==> src/rtl/rr_arb_pkg.sv <==
// rtl/rr_arb_pkg.sv - shared types and defaults for the round-robin bus arbiter
package rr_arb_pkg;

  localparam int DW_DEF        = 16;
  localparam int MAX_BURST_DEF = 4;
  localparam int CNT_W         = 4;

  typedef enum logic [1:0] {
    IDLE   = 2'd0,
    GRANT0 = 2'd1,
    GRANT1 = 2'd2
  } arb_state_t;

endpackage

==> src/rtl/rr_bus_arbiter_if.sv <==
// rtl/rr_bus_arbiter_if.sv - requester, output and grant signals of the arbiter
interface rr_bus_arbiter_if
  import rr_arb_pkg::*;
#(
  parameter int DW = DW_DEF
);

  logic          req0_valid;
  logic [DW-1:0] req0_data;
  logic          req0_ready;
  logic          req1_valid;
  logic [DW-1:0] req1_data;
  logic          req1_ready;
  logic          out_valid;
  logic [DW-1:0] out_data;
  logic          out_src;
  logic          out_ready;
  logic          grant;

  // master: producers plus consumer side; slave: the arbiter itself
  modport master (
    output req0_valid, req0_data, req1_valid, req1_data, out_ready,
    input  req0_ready, req1_ready, out_valid, out_data, out_src, grant
  );

  modport slave (
    input  req0_valid, req0_data, req1_valid, req1_data, out_ready,
    output req0_ready, req1_ready, out_valid, out_data, out_src, grant
  );

endinterface

==> src/rtl/rr_grant_fsm.sv <==
// rtl/rr_grant_fsm.sv - grant state machine, round-robin pointer and burst counter
module rr_grant_fsm
  import rr_arb_pkg::*;
#(
  parameter int MAX_BURST = MAX_BURST_DEF
) (
  input  logic clk,
  input  logic rst_n,
  input  logic req0_valid,
  input  logic req1_valid,
  input  logic out_valid,
  input  logic out_ready,
  output logic req0_ready,
  output logic req1_ready,
  output logic grant
);

  localparam logic [CNT_W-1:0] BURST_LAST = CNT_W'(MAX_BURST);

  arb_state_t       state, state_nx;
  logic [CNT_W-1:0] cnt, cnt_nx, cnt_inc;
  logic             last, last_nx;
  logic             can_load, cur, own_valid, other_valid;

  assign can_load = !out_valid || out_ready;

  always_ff @(posedge clk or negedge rst_n) begin
    if (!rst_n) begin
      state <= IDLE;
      cnt   <= '0;
      last  <= 1'b1;
    end else begin
      state <= state_nx;
      cnt   <= cnt_nx;
      last  <= last_nx;
    end
  end

  always_comb begin
    state_nx    = state;
    cnt_nx      = cnt;
    last_nx     = last;
    cnt_inc     = cnt + 1'b1;
    cur         = (state == GRANT1);
    own_valid   = cur ? req1_valid : req0_valid;
    other_valid = cur ? req0_valid : req1_valid;
    req0_ready  = (state == GRANT0) && can_load;
    req1_ready  = (state == GRANT1) && can_load;
    grant       = (state == GRANT1);

    // Everything is frozen while the output register cannot take a word.
    if (can_load) begin
      case (state)
        IDLE: begin
          if (req0_valid && req1_valid) begin
            state_nx = last ? GRANT0 : GRANT1;
          end else if (req0_valid) begin
            state_nx = GRANT0;
          end else if (req1_valid) begin
            state_nx = GRANT1;
          end
        end
        GRANT0, GRANT1: begin
          if (!own_valid || (cnt_inc == BURST_LAST && other_valid)) begin
            last_nx  = cur;
            cnt_nx   = '0;
            state_nx = other_valid ? (cur ? GRANT0 : GRANT1) : IDLE;
          end else if (cnt_inc == BURST_LAST) begin
            cnt_nx = '0;
          end else begin
            cnt_nx = cnt_inc;
          end
        end
        default: begin
          state_nx = IDLE;
          cnt_nx   = '0;
        end
      endcase
    end
  end

endmodule

==> src/rtl/rr_bus_arbiter.sv <==
// rtl/rr_bus_arbiter.sv - two-requester round-robin arbiter with registered output stage
module rr_bus_arbiter
  import rr_arb_pkg::*;
#(
  parameter int DW        = DW_DEF,
  parameter int MAX_BURST = MAX_BURST_DEF
) (
  input  logic       clk,
  input  logic       rst_n,
  rr_bus_arbiter_if.slave bus
);

  logic          ready0, ready1, grant_sel, beat;
  logic [DW-1:0] sel_data;
  logic          out_valid_q, out_src_q;
  logic [DW-1:0] out_data_q;

  rr_grant_fsm #(
    .MAX_BURST (MAX_BURST)
  ) u_fsm (
    .clk        (clk),
    .rst_n      (rst_n),
    .req0_valid (bus.req0_valid),
    .req1_valid (bus.req1_valid),
    .out_valid  (out_valid_q),
    .out_ready  (bus.out_ready),
    .req0_ready (ready0),
    .req1_ready (ready1),
    .grant      (grant_sel)
  );

  assign beat     = (bus.req0_valid && ready0) || (bus.req1_valid && ready1);
  assign sel_data = grant_sel ? bus.req1_data : bus.req0_data;

  always_ff @(posedge clk or negedge rst_n) begin
    if (!rst_n) begin
      out_valid_q <= 1'b0;
      out_data_q  <= '0;
      out_src_q   <= 1'b0;
    end else if (beat) begin
      out_valid_q <= 1'b1;
      out_data_q  <= sel_data;
      out_src_q   <= grant_sel;
    end else if (bus.out_ready) begin
      out_valid_q <= 1'b0;
    end
  end

  assign bus.req0_ready = ready0;
  assign bus.req1_ready = ready1;
  assign bus.grant      = grant_sel;
  assign bus.out_valid  = out_valid_q;
  assign bus.out_data   = out_data_q;
  assign bus.out_src    = out_src_q;

endmodule

==> src/flat_wrapper.sv <==
// flat-port wrapper written by rule: the top's interface ports become plain ports
module rr_bus_arbiter_flat import rr_arb_pkg::*;
#(
  parameter int DW        = DW_DEF,
  parameter int MAX_BURST = MAX_BURST_DEF
)
  (clk, rst_n, bus_req0_valid, bus_req0_data, bus_req1_valid, bus_req1_data, bus_out_ready, bus_req0_ready, bus_req1_ready, bus_out_valid, bus_out_data, bus_out_src, bus_grant);
  rr_bus_arbiter_if #(.DW(DW)) bus_i ();
  input  logic clk;
  input  logic rst_n;
  input wire logic [$bits(bus_i.req0_valid)-1:0] bus_req0_valid;
  input wire logic [$bits(bus_i.req0_data)-1:0] bus_req0_data;
  input wire logic [$bits(bus_i.req1_valid)-1:0] bus_req1_valid;
  input wire logic [$bits(bus_i.req1_data)-1:0] bus_req1_data;
  input wire logic [$bits(bus_i.out_ready)-1:0] bus_out_ready;
  output wire logic [$bits(bus_i.req0_ready)-1:0] bus_req0_ready;
  output wire logic [$bits(bus_i.req1_ready)-1:0] bus_req1_ready;
  output wire logic [$bits(bus_i.out_valid)-1:0] bus_out_valid;
  output wire logic [$bits(bus_i.out_data)-1:0] bus_out_data;
  output wire logic [$bits(bus_i.out_src)-1:0] bus_out_src;
  output wire logic [$bits(bus_i.grant)-1:0] bus_grant;
  assign bus_i.req0_valid = bus_req0_valid;
  assign bus_i.req0_data = bus_req0_data;
  assign bus_i.req1_valid = bus_req1_valid;
  assign bus_i.req1_data = bus_req1_data;
  assign bus_i.out_ready = bus_out_ready;
  assign bus_req0_ready = bus_i.req0_ready;
  assign bus_req1_ready = bus_i.req1_ready;
  assign bus_out_valid = bus_i.out_valid;
  assign bus_out_data = bus_i.out_data;
  assign bus_out_src = bus_i.out_src;
  assign bus_grant = bus_i.grant;
  rr_bus_arbiter #(.DW(DW), .MAX_BURST(MAX_BURST)) u_core (.clk(clk), .rst_n(rst_n), .bus(bus_i));
endmodule
==> config.mk <==
export PLATFORM = sky130hd
export DESIGN_NAME = rr_bus_arbiter_flat
export DESIGN_NICKNAME = d
export VERILOG_FILES = /design/src/rtl/rr_arb_pkg.sv /design/src/rtl/rr_bus_arbiter_if.sv /design/src/rtl/rr_grant_fsm.sv /design/src/rtl/rr_bus_arbiter.sv /design/src/flat_wrapper.sv
export SDC_FILE = /design/constraint.sdc
export NUM_CORES = 1
export LEC_CHECK = 0
export CAP_MARGIN = 0
export CORE_UTILIZATION = 45
export DETAILED_ROUTE_END_ITERATION = 16
export PLACE_DENSITY = 0.95
export SETUP_SLACK_MARGIN = 0.5
export SLEW_MARGIN = 0
export SYNTH_ARGS = -nofsm -noshare
export SYNTH_HDL_FRONTEND = slang
export SYNTH_SLANG_ARGS = --single-unit
==> constraint.sdc <==
create_clock -name clk -period 3.6 [get_ports clk]
set_input_delay 0.54 -clock clk [delete_from_list [all_inputs] [get_ports clk]]
set_output_delay 0.54 -clock clk [all_outputs]
set_load 0.01 [all_outputs]
Word level (Yosys, flattened, before mapping). Cells that the tools add are included.

Bits in registers: 25. Bits of input ports: 37. Output and inout bits: 21. Word-level logic and storage cells: 46.

$add $sub $neg: 1. Equal/unequal tests: 5. Muxes and demuxes: 16. Bitwise operators: 1. Reduce and logical (&&, ||, !) cells: 17.

Operators with widths (count): 16-bit 2-to-1 mux (1); 2-bit 2-to-1 mux (7); 4-bit 2-to-1 mux (2); 4-bit one-hot mux with 2 select lines (1); 1-bit logical AND (6); 3-bit AND reduction (2); 4-bit by 1-bit adder with 4-bit output, second input constant (1); 4-bit by 3-bit == test with 1-bit output, second input constant (1); 1-bit 2-to-1 mux (4); 4-bit != test, second input constant (1); 2-bit one-hot mux with 2 select lines (1); 1-bit logical OR (3); 2-bit by 1-bit == test with 1-bit output, second input constant (1); 2-bit == test, second input constant (1); 1-bit logical NOT (2); 2-bit logical NOT (1); 2-bit != test, second input constant (1); 2-bit AND reduction (1); 2-bit nonzero test (1); 2-bit OR reduction (1); 1-bit inverter (1).

Depth between registers and ports, before layout. Gate-level depths: netlist of run 1.

Word-level depth: 6. Gate-level depth with buffers: 7. Gate-level depth less buffers: 6.

Cells and area by module. A second synthesis of run 1 with hierarchy kept.

Cells, all modules: 129. Area, all modules: 1596.5 um2.

Modules (own cells, without submodules): rr_bus_arbiter (times used 1, cells each 58, area each 963.4 um2, seq. area each 450.4 um2); rr_grant_fsm (times used 1, cells each 71, area each 633.1 um2, seq. area each 176.4 um2).

Worst setup path after synthesis of run 1. Ideal clock, no wire load.

Path type: flip-flop to output port. Start point: reg u_core.u_fsm.state[0]. End point: out bus_req1_ready. Data arrival time: 1521 ps. Data required time: 3060 ps. Slack: 1539 ps. Cell stages (with the launch flop): 6. Buffers on the path: 2. Cells stage by stage: dfrtp_1 inv_1 ha_1 buf_2 buf_2 and2_1.

Longest elaborated chain between the ends: 2.

RTL lines: from (decl) (RTL line rr_grant_fsm.sv:20) `arb_state_t state, state_nx;`; from (signal assigned) (RTL line rr_grant_fsm.sv:33) `state <= state_nx;`; 2-bit == test; named net bus_grant (RTL line flat_wrapper.sv:21) `output wire logic [$bits(bus_i.grant)-1:0] bus_grant;`; 1-bit logical AND (RTL line rr_grant_fsm.sv:48) `req1_ready = (state == GRANT1) && can_load;`; to (decl) (RTL line flat_wrapper.sv:17) `output wire logic [$bits(bus_i.req1_ready)-1:0] bus_req1_ready;`.

The timed path passes the listed nets, and every way through them passes these cells.

Worst setup path after layout of run 1.
Start point: reg u_core.u_fsm.state[0]. End point: out bus_grant.

Longest elaborated chain between the ends: 1.

RTL lines: 2-bit == test (RTL line rr_grant_fsm.sv:49) `grant = (state == GRANT1);`; to (decl) (RTL line flat_wrapper.sv:21).

Every way passes these cells.

==> results of run 1 <==
-- area by class of cell --
type / instances / area share, %
tap: 31 / 1.977
clock inverter: 1 / 0.2551
inverter: 2 / 0.3827
sequential: 25 / 31.95
multi-input combinational: 96 / 34.44
timing repair buffer: 59 / 29.85
clock buffer: 3 / 1.148
-- registers in the layout, indices dropped and copies added, names as in the netlist --
| register | cells |
|---|---|
| u_core.bus.out_src | 1 |
| u_core.u_fsm.last | 1 |
| u_core.u_fsm.cnt | 4 |
| u_core.u_fsm.state | 2 |
| u_core.bus.out_data | 16 |
| u_core.bus.out_valid | 1 |
-- report_power, final --
| part | leakage, nW | internal (mW) | switching, mW | total (mW) |
|---|---|---|---|---|
| combinational | 0.528 | 0.469 | 0.438 | 0.907 |
| sequential | 0.292 | 0.407 | 0.0829 | 0.490 |
| clock | 0.0177 | 0.0416 | 0.0871 | 0.129 |
| total | 0.837 | 0.918 | 0.608 | 1.53 |
-- layout by cell type (no fill, tap or decap) --
master / synthesis / layout
clkdlybuf4s50_1: 0 / 57
dfrtp_1: 24 / 24
a21oi_1: 19 / 19
mux2i_1: 17 / 17
nor2_1: 18 / 17
nand2_1: 7 / 7
o21ai_0: 5 / 5
ha_1: 5 / 5
nor2b_1: 3 / 3
clkbuf_4: 0 / 3
inv_1: 2 / 2
and2_1: 2 / 2
nand2b_1: 2 / 2
mux2_4: 2 / 2
o211ai_4: 2 / 2
nand3_1: 2 / 2
buf_4: 0 / 2
or2b_2: 1 / 1
a22oi_1: 1 / 1
nor2_2: 0 / 1
or3b_2: 1 / 1
or2b_1: 1 / 1
or3b_4: 1 / 1
mux2_1: 1 / 1
mux2_2: 1 / 1
nand3b_1: 1 / 1
nor3_1: 1 / 1
a21o_1: 1 / 1
nor4_1: 1 / 1
o31ai_1: 1 / 1
clkinv_2: 0 / 1
dfstp_2: 1 / 1
-- metal layers --
metal	part of all wire, %	vias up	global-route usage [%]
met5	0	-	0
met4	1.9	0	8.711
met3	8.1	8	7.604
met2	51	56	43.37
met1	39	582	27.15
li1	-	562	-
-- critical path: stages, from the launching register on --
cell	delay, ns
dfrtp_1	0.44
inv_1	0.12
ha_1	0.39
buf_4	0.35
clkdlybuf4s50_1	0.59
-- cell families (layout without fill, tap and decap cells) --
kind of cell	count (synthesis)	count (layout)	synth area share, %
compound gates	29	29	13.91
buf+inv	7	65	2.350
fa+ha+maj	5	5	4.699
flops	25	25	47.09
simple gates	41	41	15.23
mux	21	21	16.73
-- worst min-delay path by stage --
stage | start | endpoint | slack (ns) | cells after the start
finish | u_core.u_fsm.cnt[0]$_DFFE_PN0P_ | u_core.u_fsm.cnt[0]$_DFFE_PN0P_ | 0.54 | 1
global route | u_core.bus.out_src$_DFFE_PN0P_ | u_core.bus.out_src$_DFFE_PN0P_ | 0.57 | 1
CTS | u_core.u_fsm.cnt[0]$_DFFE_PN0P_ | u_core.u_fsm.cnt[0]$_DFFE_PN0P_ | 0.54 | 1
detailed placement | u_core.bus.out_src$_DFFE_PN0P_ | u_core.bus.out_src$_DFFE_PN0P_ | 0.52 | 1
global placement | u_core.bus.out_src$_DFFE_PN0P_ | u_core.bus.out_src$_DFFE_PN0P_ | 0.49 | 1
floorplan | rst_n | u_core.bus.out_data[0]$_DFFE_PN0P_ | 0.24 | 0
==> run metrics, run 1 <==
post-synth top area cell=dfrtp_1; Clock Tree Buf Depth=2; synthesized area per cell=10.40 sq um; Routed Wire Length=3.516 mm; asr flop ratio synth=100.0%; Routed Antenna Nets=0; FF-to-FF Start=u_core.u_fsm.state[0]$_DFFE_PN0P_; IO Pins=58; commonest cells in the netlist=24 x dfrtp_1, 19 x a21oi_1, 18 x nor2_1, 17 x mux2i_1, 7 x nand2_1; worst reg-to-reg path cell count=7; Hold Crit Class=register to register; top-count cell post-synth=dfrtp_1; Post-Synthesis Cells=128; GR Util All Layers=24.31%; CP Data Arrival Time=2.22 ns; Routed WL per cell=16.20 um; Post-synth EDFFs=0; first-pass GRT wire length=5.878 mm; Pwr Total=1.526 mW; post-place instance area=1934 sq um; GPL Wtd Cong=0.8017; Max VDD drop=611.4 uV; H-tree depth=1; Netlist cell types=29; final worst path period share=76.65%; Final #Nets=229; design area=1962 sq um; RSZ-0062 raised after global routing=false; CTS tree=yes; Cell Pwr Density=777.8 nW/um^2; top-area cell type share of the netlist area=45.11%; reg2reg setup slack=1.34 ns; final core occ=70.54%; post-DP HPWL=2.585 mm; commonest register cell after synthesis=dfrtp_1; FILL cells=180; Worst-Margin Slew=1.120 ns; via density per instance=5.567; crit path to=bus_grant; GR Overflow Total=0; critical path peak fanout=17; Vias=1208; IO buf count=57; outcome=finished clean; FMAX=362.4 MHz; WP data required=3.06 ns; dpl ws=1.081 ns; layout cells sized above 1=8.602%; Crit Path Class=register to output pin; n_diodes=0; Root Buffer=clkbuf_4; 1st-pass router iterations=4; maximum number of pins on one net before global-route repair=26; area of the core=2781 sq um; Worst setup EP type=output pin; P_leak=0.8374 nW; postcts setup bufs=0; fin crit period=2.759 ns; Mapped Nets=170; Min Hold Slack=0.5364 ns; setup ws final=0.8405 ns; area delta synth->final=47.37%; Storage cell area=626.9 sq um; fin cells=217; Worst-Skew Late Latency=0.33 ns; top post-synthesis cells by area=dfrtp_1 45%, mux2i_1 13%, a21oi_1 7.1%; Fin. Hold Viols=0; initial core utilization=47.86%; Seq cells post-synth=25; clk_skew=0.01561 ns; die height=56.39 um; maxcap violations=0; sequential-to-total area share from yosys stat=47.09%; die width=56.39 um; Die Area=3180 sq um; vias in the first global route=1282; Yosys warning total=0; CP startpoint kind=register; DR iter-0 viols=26; Fin Setup TNS=0 ns; DRC=0; initial antenna violation count=0; Post-Syn Area=1331 sq um; Slew headroom=25.07%; CTS Buf Count=3; CTS Sinks=25; CTS-repair resized insts=0; Final setup viols=0; hold_buf cts=0; Crit. Startpoint=u_core.u_fsm.state[0]$_DFFE_PN0P_; # placed instances=213; r2r endpoint=u_core.bus.out_data[5]$_DFFE_PN0P_; Worst-path clk slew=0.15 ns; row cnt=19; area taken by multi-input logic gates=675.6 sq um; Slew Viols, Final=0
No activity file was read; power rests on OpenSTA's default activity.
==> inputs of run 2 (changes only) <==
- CORE_UTILIZATION: 45 -> 42
- PLACE_DENSITY: 0.95 -> 0.91
- clock period: 3.6 -> 2.85 ns (I/O delays scaled with it)
==> run 2 against run 1 <==
Against the previous run: worst setup slack lost 0.29 ns; combinational power up 27%; sequential share of layout area fell by 0.70 points; register-to-register slack worse by 0.36 ns; clock-buffer cell count stayed put; first-iteration DRC count up 12%; global-route usage decreased by 2.8 points; via count is 4.0% lower; core utilization decreased by 4.3 points; flip-flop and latch count is the same; critical path type is now input port to output pin; largest power group unchanged; highest routed layer unchanged.
==> run metrics, run 2 (synthesis gave the netlist of run 1 again) <==
GR Overflow Total=0; Routed WL per cell=13.71 um; NetSw=0.7466 mW; row cnt=20; clk_skew=0.001898 ns; Worst-Skew Late Latency=0.31 ns; Routed Wire Length=3.181 mm; post-DP HPWL=2.494 mm; Max VDD drop=569.7 uV; IO Pins=58; n_diodes=0; area delta synth->final=50.66%; Cell Pwr Density=960.0 nW/um^2; Pint=1.179 mW; Worst-path clk slew=0.13 ns; CTS Buf Count=3; outcome=finished clean; CP startpoint kind=input port; IO buf count=57; P_leak=0.8479 nW; critical path peak fanout=6; FILL cells=208; CTS tree=yes; final core occ=66.24%; die width=58.30 um; Clock power frac=8.1%; CTS Sinks=25; 1st-pass router iterations=4; Vias=1160; Crit Path Class=input port to output pin; Hold Crit Class=input port to async pin; vias in the first global route=1263; setup ws final=0.5534 ns; Worst setup EP type=output pin; final worst path period share=80.58%; sw frac=38.77%; initial antenna violation count=0; maxcap violations=0; first-pass GRT wire length=5.499 mm; Routed Antenna Nets=0; FMAX=435.4 MHz; H-tree depth=1; RSZ-0062 raised after global routing=false; Pwr Total=1.926 mW; Fin. Hold Viols=0; area of the core=3028 sq um; fin crit period=2.297 ns; maximum number of pins on one net before global-route repair=26; Clock Tree Buf Depth=2; commonest non-fill, non-tap cell in the layout=clkdlybuf4s50_1; CP Data Arrival Time=1.87 ns; via density per instance=5.000; Worst-Margin Slew=0.3141 ns; Die Area=3399 sq um; postcts setup bufs=0; GR Util All Layers=21.48%; commonest cells after routing, fill and taps aside=57 x clkdlybuf4s50_1, 24 x dfrtp_1, 19 x a21oi_1; Comb power frac=59.6%; DR iter-0 viols=29; WP data required=2.42 ns; DRC=0; Seq pwr share=32.2%; initial core utilization=43.97%; Slew headroom=79.06%; hold_buf cts=0; worst reg-to-reg path cell count=5; die height=58.30 um; post-place instance area=1966 sq um; max reg flops=16; Fin Setup TNS=0 ns; Final setup viols=0; dpl ws=0.5578 ns; design area=2006 sq um; Root Buffer=clkbuf_4; GPL Wtd Cong=0.7158; Final #Nets=231; layout cells sized above 1=10.11%; Slew Viols, Final=0
## run 2: cell types whose count changed in the layout (fill, tap and decap cells not counted)
| cell | delta |
|---|---|
| buf_4 | +2 |
| ha_1 | -1 |
| ha_4 | +1 |
## run 2: worst max-delay path: stages
cell,delay (ns)
clkdlybuf4s50_1,0.42
or2b_2,0.36
and2_1,0.18
clkdlybuf4s50_1,0.47
## run 2: final timing paths
path / start / end / slack, ns
worst min register to register: u_core.u_fsm.cnt[0]$_DFFE_PN0P_ / u_core.u_fsm.cnt[0]$_DFFE_PN0P_ / 0.53
worst max-delay path: bus_out_ready / bus_req1_ready / 0.55
min in group clk: u_core.u_fsm.cnt[0]$_DFFE_PN0P_ / u_core.u_fsm.cnt[0]$_DFFE_PN0P_ / 0.53
worst max register to register: u_core.u_fsm.cnt[0]$_DFFE_PN0P_ / u_core.u_fsm.state[1]$_DFFE_PN0P_ / 0.98
worst min-delay path: rst_n / u_core.bus.out_data[0]$_DFFE_PN0P_ / 0.45
max in group asynchronous: rst_n / u_core.u_fsm.last$_DFFE_PN1P_ / 2.11
## run 2: cell type report
type	count	area, sq um	area share (%)
inverters	2	7.507	0.3743
repair buffers	61	600.6	29.94
well taps	44	55.05	2.745
clock inverters	1	5.005	0.2495
multi-input cells	96	688.2	34.31
clock buffers	3	22.52	1.123
flip-flops and latches	25	626.9	31.25
## run 2: layer usage
metal / vias to the layer above / routed length (um) / global-route usage [%]
met3: 4 / 210 / 5.275
met5: - / 0 / 0
met4: 0 / 42 / 5.102
met2: 53 / 1533 / 34.81
met1: 533 / 1394 / 29.29
li1: 570 / - / -
## run 2: timing repair
item / 4_1_cts / 5_1_grt
gates resized for setup: 1 / 1
endpoints found under the setup margin: 1 / 1
pin swaps: 0 / 0
## run 2: through the flow
stage / hold slack, ns / instances
6_report: 0.4465 / 232
5_1_grt: 0.4578 / 232
4_1_cts: 0.4515 / 232
3_5_place_dp: 0.5109 / 228
3_3_place_gp: 0.4905 / 228
2_1_floorplan: 0.1319 / 128
## run 2: power by group through the flow
| stage | registers (mW) | clock network [mW] | logic, mW |
|---|---|---|---|
| 6_report | 0.621 | 0.156 | 1.15 |
| 5_1_grt | 0.641 | 0.179 | 1.26 |
| 4_1_cts | 0.618 | 0.161 | 1.15 |
| 3_5_place_dp | 0.616 | 0 | 1.14 |
| 3_3_place_gp | 0.615 | 0 | 1.08 |
| 2_1_floorplan | 0.662 | 0 | 0.599 |
